### src/rtl/pkt_meta_sink.sv
// Pairs each egress packet with its ALU metadata, dropping or forwarding with rebuilt tuser.
// Optional drop counter: define PKT_META_SINK_DROP_CNT_EN.
module pkt_meta_sink #(
  parameter int C_S_AXIS_DATA_WIDTH  = 256,
  parameter int C_S_AXIS_TUSER_WIDTH = 128,
  parameter int META_LEN             = 256,
  parameter int COMP_LEN             = 100,
  parameter int MD_FIFO_AW           = 2
) (
  input  logic                                 clk,
  input  logic                                 rst,
  input  logic [META_LEN+COMP_LEN-1:0]         comp_meta_data_in,
  input  logic                                 comp_meta_data_valid_in,
  output logic                                 comp_meta_data_ready_out,
  input  logic [C_S_AXIS_DATA_WIDTH-1:0]       s_axis_tdata,
  input  logic [C_S_AXIS_DATA_WIDTH/8-1:0]     s_axis_tkeep,
  input  logic [C_S_AXIS_TUSER_WIDTH-1:0]      s_axis_tuser,
  input  logic                                 s_axis_tvalid,
  input  logic                                 s_axis_tlast,
  output logic                                 s_axis_tready,
  output logic [C_S_AXIS_DATA_WIDTH-1:0]       m_axis_tdata,
  output logic [C_S_AXIS_DATA_WIDTH/8-1:0]     m_axis_tkeep,
  output logic [C_S_AXIS_TUSER_WIDTH-1:0]      m_axis_tuser,
  output logic                                 m_axis_tvalid,
  output logic                                 m_axis_tlast,
  input  logic                                 m_axis_tready,
  output logic [31:0]                          drop_cnt
);

  localparam int MW    = META_LEN + COMP_LEN;
  localparam int TW    = C_S_AXIS_TUSER_WIDTH;
  localparam int DW    = C_S_AXIS_DATA_WIDTH;
  localparam int KW    = DW / 8;
  localparam int DEPTH = 1 << MD_FIFO_AW;

  typedef enum logic [1:0] {IDLE, FWD, DROP} state_t;

  state_t state_q, state_d;

  logic [TW:0]           mem_q [DEPTH];
  logic [MD_FIFO_AW-1:0] wr_ptr_q, rd_ptr_q;
  logic [MD_FIFO_AW:0]   cnt_q, cnt_d;

  logic [TW:0] head;
  logic        head_drop, full, empty;
  logic        push, pop, acc, out_rdy;
  logic        s_rdy, fwd;

  logic [DW-1:0] tdata_q;
  logic [KW-1:0] tkeep_q;
  logic [TW-1:0] tuser_q;
  logic          tvalid_q, tlast_q;

  logic unused_bits;
  assign unused_bits = ^{s_axis_tuser, comp_meta_data_in[MW-1:TW+1]};

  assign head      = mem_q[rd_ptr_q];
  assign head_drop = head[TW];
  assign full      = cnt_q == (MD_FIFO_AW+1)'(DEPTH);
  assign empty     = cnt_q == '0;
  assign out_rdy   = m_axis_tready || !tvalid_q;
  assign acc       = s_axis_tvalid && s_rdy;
  assign pop       = acc && s_axis_tlast;
  // A pop frees the slot being written, so a push is legal even when full.
  assign push      = comp_meta_data_valid_in && (!full || pop);

  assign comp_meta_data_ready_out = !full;
  assign s_axis_tready            = s_rdy;

  always_ff @(posedge clk) begin
    if (push) mem_q[wr_ptr_q] <= comp_meta_data_in[TW:0];
  end

  always_comb begin
    cnt_d = cnt_q;
    unique case ({push, pop})
      2'b10:   cnt_d = cnt_q + 1'b1;
      2'b01:   cnt_d = cnt_q - 1'b1;
      default: cnt_d = cnt_q;
    endcase
  end

  always_ff @(posedge clk) begin
    if (rst) begin
      wr_ptr_q <= '0;
      rd_ptr_q <= '0;
      cnt_q    <= '0;
    end else begin
      if (push) wr_ptr_q <= wr_ptr_q + 1'b1;
      if (pop)  rd_ptr_q <= rd_ptr_q + 1'b1;
      cnt_q <= cnt_d;
    end
  end

  always_ff @(posedge clk) begin
    if (rst) state_q <= IDLE;
    else     state_q <= state_d;
  end

  always_comb begin
    state_d = state_q;
    unique case (state_q)
      IDLE: if (acc && !s_axis_tlast) state_d = head_drop ? DROP : FWD;
      FWD:  if (pop) state_d = IDLE;
      DROP: if (pop) state_d = IDLE;
      default: state_d = IDLE;
    endcase
  end

  always_comb begin
    s_rdy = 1'b0;
    fwd   = 1'b0;
    unique case (state_q)
      IDLE: begin
        s_rdy = !empty && (head_drop || out_rdy);
        fwd   = !head_drop;
      end
      FWD: begin
        s_rdy = out_rdy;
        fwd   = 1'b1;
      end
      DROP: s_rdy = 1'b1;
      default: ;
    endcase
  end

  always_ff @(posedge clk) begin
    if (rst) begin
      tvalid_q <= 1'b0;
      tdata_q  <= '0;
      tkeep_q  <= '0;
      tuser_q  <= '0;
      tlast_q  <= 1'b0;
    end else if (acc && fwd) begin
      tvalid_q <= 1'b1;
      tdata_q  <= s_axis_tdata;
      tkeep_q  <= s_axis_tkeep;
      tuser_q  <= (state_q == IDLE) ? head[TW-1:0] : '0;
      tlast_q  <= s_axis_tlast;
    end else if (m_axis_tready) begin
      tvalid_q <= 1'b0;
    end
  end

  assign m_axis_tvalid = tvalid_q;
  assign m_axis_tdata  = tdata_q;
  assign m_axis_tkeep  = tkeep_q;
  assign m_axis_tuser  = tuser_q;
  assign m_axis_tlast  = tlast_q;

`ifdef PKT_META_SINK_DROP_CNT_EN
  logic [31:0] drop_cnt_q;
  logic        drop_done;
  assign drop_done = pop && !fwd;

  always_ff @(posedge clk) begin
    if (rst)            drop_cnt_q <= '0;
    else if (drop_done) drop_cnt_q <= drop_cnt_q + 32'd1;
  end

  assign drop_cnt = drop_cnt_q;
`else
  assign drop_cnt = '0;
`endif

endmodule

### config.mk
export PLATFORM = sky130hd
export DESIGN_NAME = pkt_meta_sink
export DESIGN_NICKNAME = d
export VERILOG_FILES = /design/src/rtl/pkt_meta_sink.sv
export SDC_FILE = /design/constraint.sdc
export NUM_CORES = 1
export LEC_CHECK = 0
export BUFFER_PORTS_ARGS = -buffer_cell sky130_fd_sc_hd__clkbuf_2
export CAP_MARGIN = 20
export CORE_AREA = 8 8 479 481
export CTS_CLUSTER_DIAMETER = 120
export DETAILED_ROUTE_END_ITERATION = 8
export DIE_AREA = 0 0 487 489
export PLACE_DENSITY = 0.42
export SKIP_CTS_REPAIR_TIMING = 1
export SLEW_MARGIN = 20
export SYNTH_ARGS = -nofsm -noshare
export SYNTH_HDL_FRONTEND = slang
export SYNTH_SLANG_ARGS = --single-unit
### constraint.sdc
create_clock -name clk -period 7.26 [get_ports clk]
set_clock_uncertainty 0.15 [all_clocks]
set_input_delay 1.089 -clock clk [delete_from_list [all_inputs] [get_ports clk]]
set_output_delay 1.089 -clock clk [all_outputs]
set_load 0.03 [all_outputs]
==> flow_metrics.tcl <==
set metrics [dict create \
    status "completed" \
    clock_sinks 945 \
    crit_arrival_ps 2930 \
    netlist_area_sq_um 35920 \
    seqPwrFrac_pct 41.6 \
    io_pins 1230 \
    clkTransAtPathRegs_ps 60 \
    fmax_mhz 239.8 \
    die_x_um 487 \
    slowest_delay_ps 900 \
    fillCellCount 23880 \
    setup_tns_ps 0 \
    crit_fanout 45 \
    p_int_mw 10.71 \
    detailed_place_hpwl_um 96320 \
    core.rowCount 173 \
    critPathLaunchType "flip-flop" \
    crit_family "flip-flops" \
    grt_pass1_vias 23470 \
    yosys.area.top_type_share_pct 43.14 \
    synth_top_cell_by_area "edfxtp_1" \
    cts_buffers 115 \
    final_nets 4213 \
    drv_slew 0 \
    core_area_sq_um 221400 \
    cts_tree "done" \
    drt_iter0_markers 932 \
    vias 22980 \
    yosys_warnings 0 \
    dieArea_sq_um 238100 \
    initial_core_util_pct 16.22 \
    crit_chain "mux2_2, o22a_1, a31oi_4, nor2_1, clkbuf_2" \
    hold_class "flip-flop to flip-flop" \
    drv_cap 0 \
    final_cells 6519 \
    tightest_slew_ps 1147 \
    setup_violations 0 \
    grt_pass1_wl_um 184100 \
    antenna_found_initial 54 \
    root_buffer "clkbuf_16" \
    p_per_area_nw_per_um2 330.3 \
    fin_crit_sh_pct 57.44 \
    p_comb_share_pct 21.3 \
    cts_buffer_depth 3 \
    pwr-share-clk_pct 37.0 \
    grt_max_degree 131 \
    required_ps 6020 \
    insertion_delay_ps 760 \
    critical_path_class "flip-flop to output port" \
    swShare_pct 31.33 \
    fin_util_pct 21.32 \
    via_per_inst 3.526 \
    synth-seq-cells 945 \
    portBuffers 842 \
    slew_headroom_pct 23.51 \
    post-place-ws_ps 3210 \
    fin_ws_ps 3090 \
    synth_area_leaders "edfxtp_1 (43%), dfxtp_1 (24%), mux2i_1 (12%)" \
    hold_viol_final 0 \
    p_leak_nw 17.33 \
    drc 0 \
    dr.pass1.iters 5 \
    grt.overflow.total 0 \
    routed_wl_um 133600 \
    detail-route-antenna-nets 0 \
    cp_slowest_cell "dfxtp_4" \
    total_power_mw 15.59 \
    whs_ps 303.2 \
    rsz0062_at_grt "no" \
    syn_inst 2605 \
    place.gp.congestion 0.7734 \
    area_growth_pct 31.45 \
    endpoint_kind "output port" \
    avgRoutedWirePerCell_um 20.50 \
    grt_usage_pct 10.68 \
    finalInstanceArea_sq_um 47210 \
    peakVddDrop_mv 0.1882 \
    synth.distinct_cells 40 \
    ys_seq_area_share_pct 67.05 \
    syn_avg_cell_area_sq_um 13.79 \
    power_switching_mw 4.885 \
    crit_buf_inv 1 \
    die_h_um 489 \
    dpl_cell_area_sq_um 43330 \
    period_needed_ps 4170 \
    drive_gt1_share_pct 34.28 \
    place_inst 6284 \
    h-tree-depth 3 \
]
## area by class of cell
class	instances	area, sq um	share of cell area (%)
Sequential cell	945	24090	51.02
Multi-Input combinational cell	1481	10900	23.08
Timing Repair Buffer	874	4579	9.699
Tap cell	2975	3722	7.884
Clock buffer	148	3172	6.718
Clock inverter	67	661.9	1.402
Antenna cell	20	50.05	0.1060
Inverter	9	41.29	0.08745
## layer usage
metal	vias up	wire length [um]	global-route usage, %
met1	11140	52060	11.96
met4	38	3597	3.612
li1	10820	-	-
met5	-	256	0
met3	203	17170	6.361
met2	788	60560	16.89
## cell usage after synthesis
library cell / number
o2111ai_1: 1
clkbuf_1: 108
buf_6: 4
nor2_1: 12
nor2b_1: 3
dfxtp_1: 429
a21oi_1: 2
mux2i_1: 421
buf_4: 61
o21bai_1: 1
o21a_1: 2
fa_1: 1
o21ai_0: 1
a22oi_1: 1
ha_1: 8
nand2b_1: 3
and3b_1: 1
a22o_1: 1
nor4b_2: 1
edfxtp_1: 516
or4b_2: 1
conb_1: 1
mux4_2: 128
a31oi_4: 1
inv_2: 1
o22a_1: 1
or3_1: 2
o31ai_1: 1
mux2_2: 8
nand3_1: 1
nand3b_1: 2
or3b_1: 1
clkbuf_2: 1
inv_1: 8
nand2_1: 838
xnor2_1: 1
buf_1: 1
buf_2: 26
and2_1: 4
and3_1: 1
## kinds of logic after synthesis
| kind of cell | synth area share [%] |
|---|---|
| AO/OA/AOI/OAI | 0.2787 |
| AND/OR/NAND/NOR | 9.283 |
| XOR/XNOR | 0.02439 |
| buffers and inverters | 3.010 |
| other | 0.01044 |
| adder cells (fa/ha/maj) | 0.3344 |
| flip-flops | 67.05 |
| multiplexers | 20.01 |
## placed cells by master (no fill, tap or decap), drive strengths merged, types with 4 or more instances in the layout
master    Yosys  layout
nor2         12      12
edfxtp      516     516
conb          1      32
and2          4       4
mux4        128     128
mux2          8       8
buf          92      32
mux2i       421     421
dfxtp       429     429
clkinvlp      0       4
clkinv        0      46
clkbuf      109     990
bufinv        0       7
ha            8       8
inv           9      19
diode         0      20
nand2       838     838
## sequential cells by signal, indices dropped and copies added (netlist names), named ones only
register and flops:
m_axis_tuser 128, mem_q 516, cnt_q 3, state_q 2
rd_ptr_q 2, m_axis_tvalid 1, wr_ptr_q 2, m_axis_tdata 256
m_axis_tlast 1, m_axis_tkeep 32
## worst register-to-register path, cell delays in order (launching register included)
cell and delay (ps):
dfxtp_4 900, mux2_2 440, mux2i_1 240, a21oi_1 160, nor4b_4 320, buf_4 390
buf_12 520, mux2i_1 690
## path summary, 6_finish.rpt
| path | slack [ps] | startpoint | cells after the start | to |
|---|---|---|---|---|
| hold reg to reg | 300 | m_axis_tuser[122] | 2 | m_axis_tuser[122] |
| hold / removal | 300 | m_axis_tuser[122] | 2 | m_axis_tuser[122] |
| setup / recovery | 3090 | flip-flop | 5 | s_axis_tready |
| setup reg to reg | 3370 | flip-flop | 7 | m_axis_tdata[28] |
## power by group through the flow
stage / clock network, mW / registers [mW] / logic, mW
6_report: 5.77 / 6.49 / 3.33
5_1_grt: 6.22 / 6.56 / 3.60
4_1_cts: 6.04 / 6.50 / 3.45
3_5_place_dp: 0 / 6.61 / 3.44
3_3_place_gp: 0 / 6.59 / 3.44
2_1_floorplan: 0 / 7.26 / 1.57
Power figures use the tool's default switching activity.
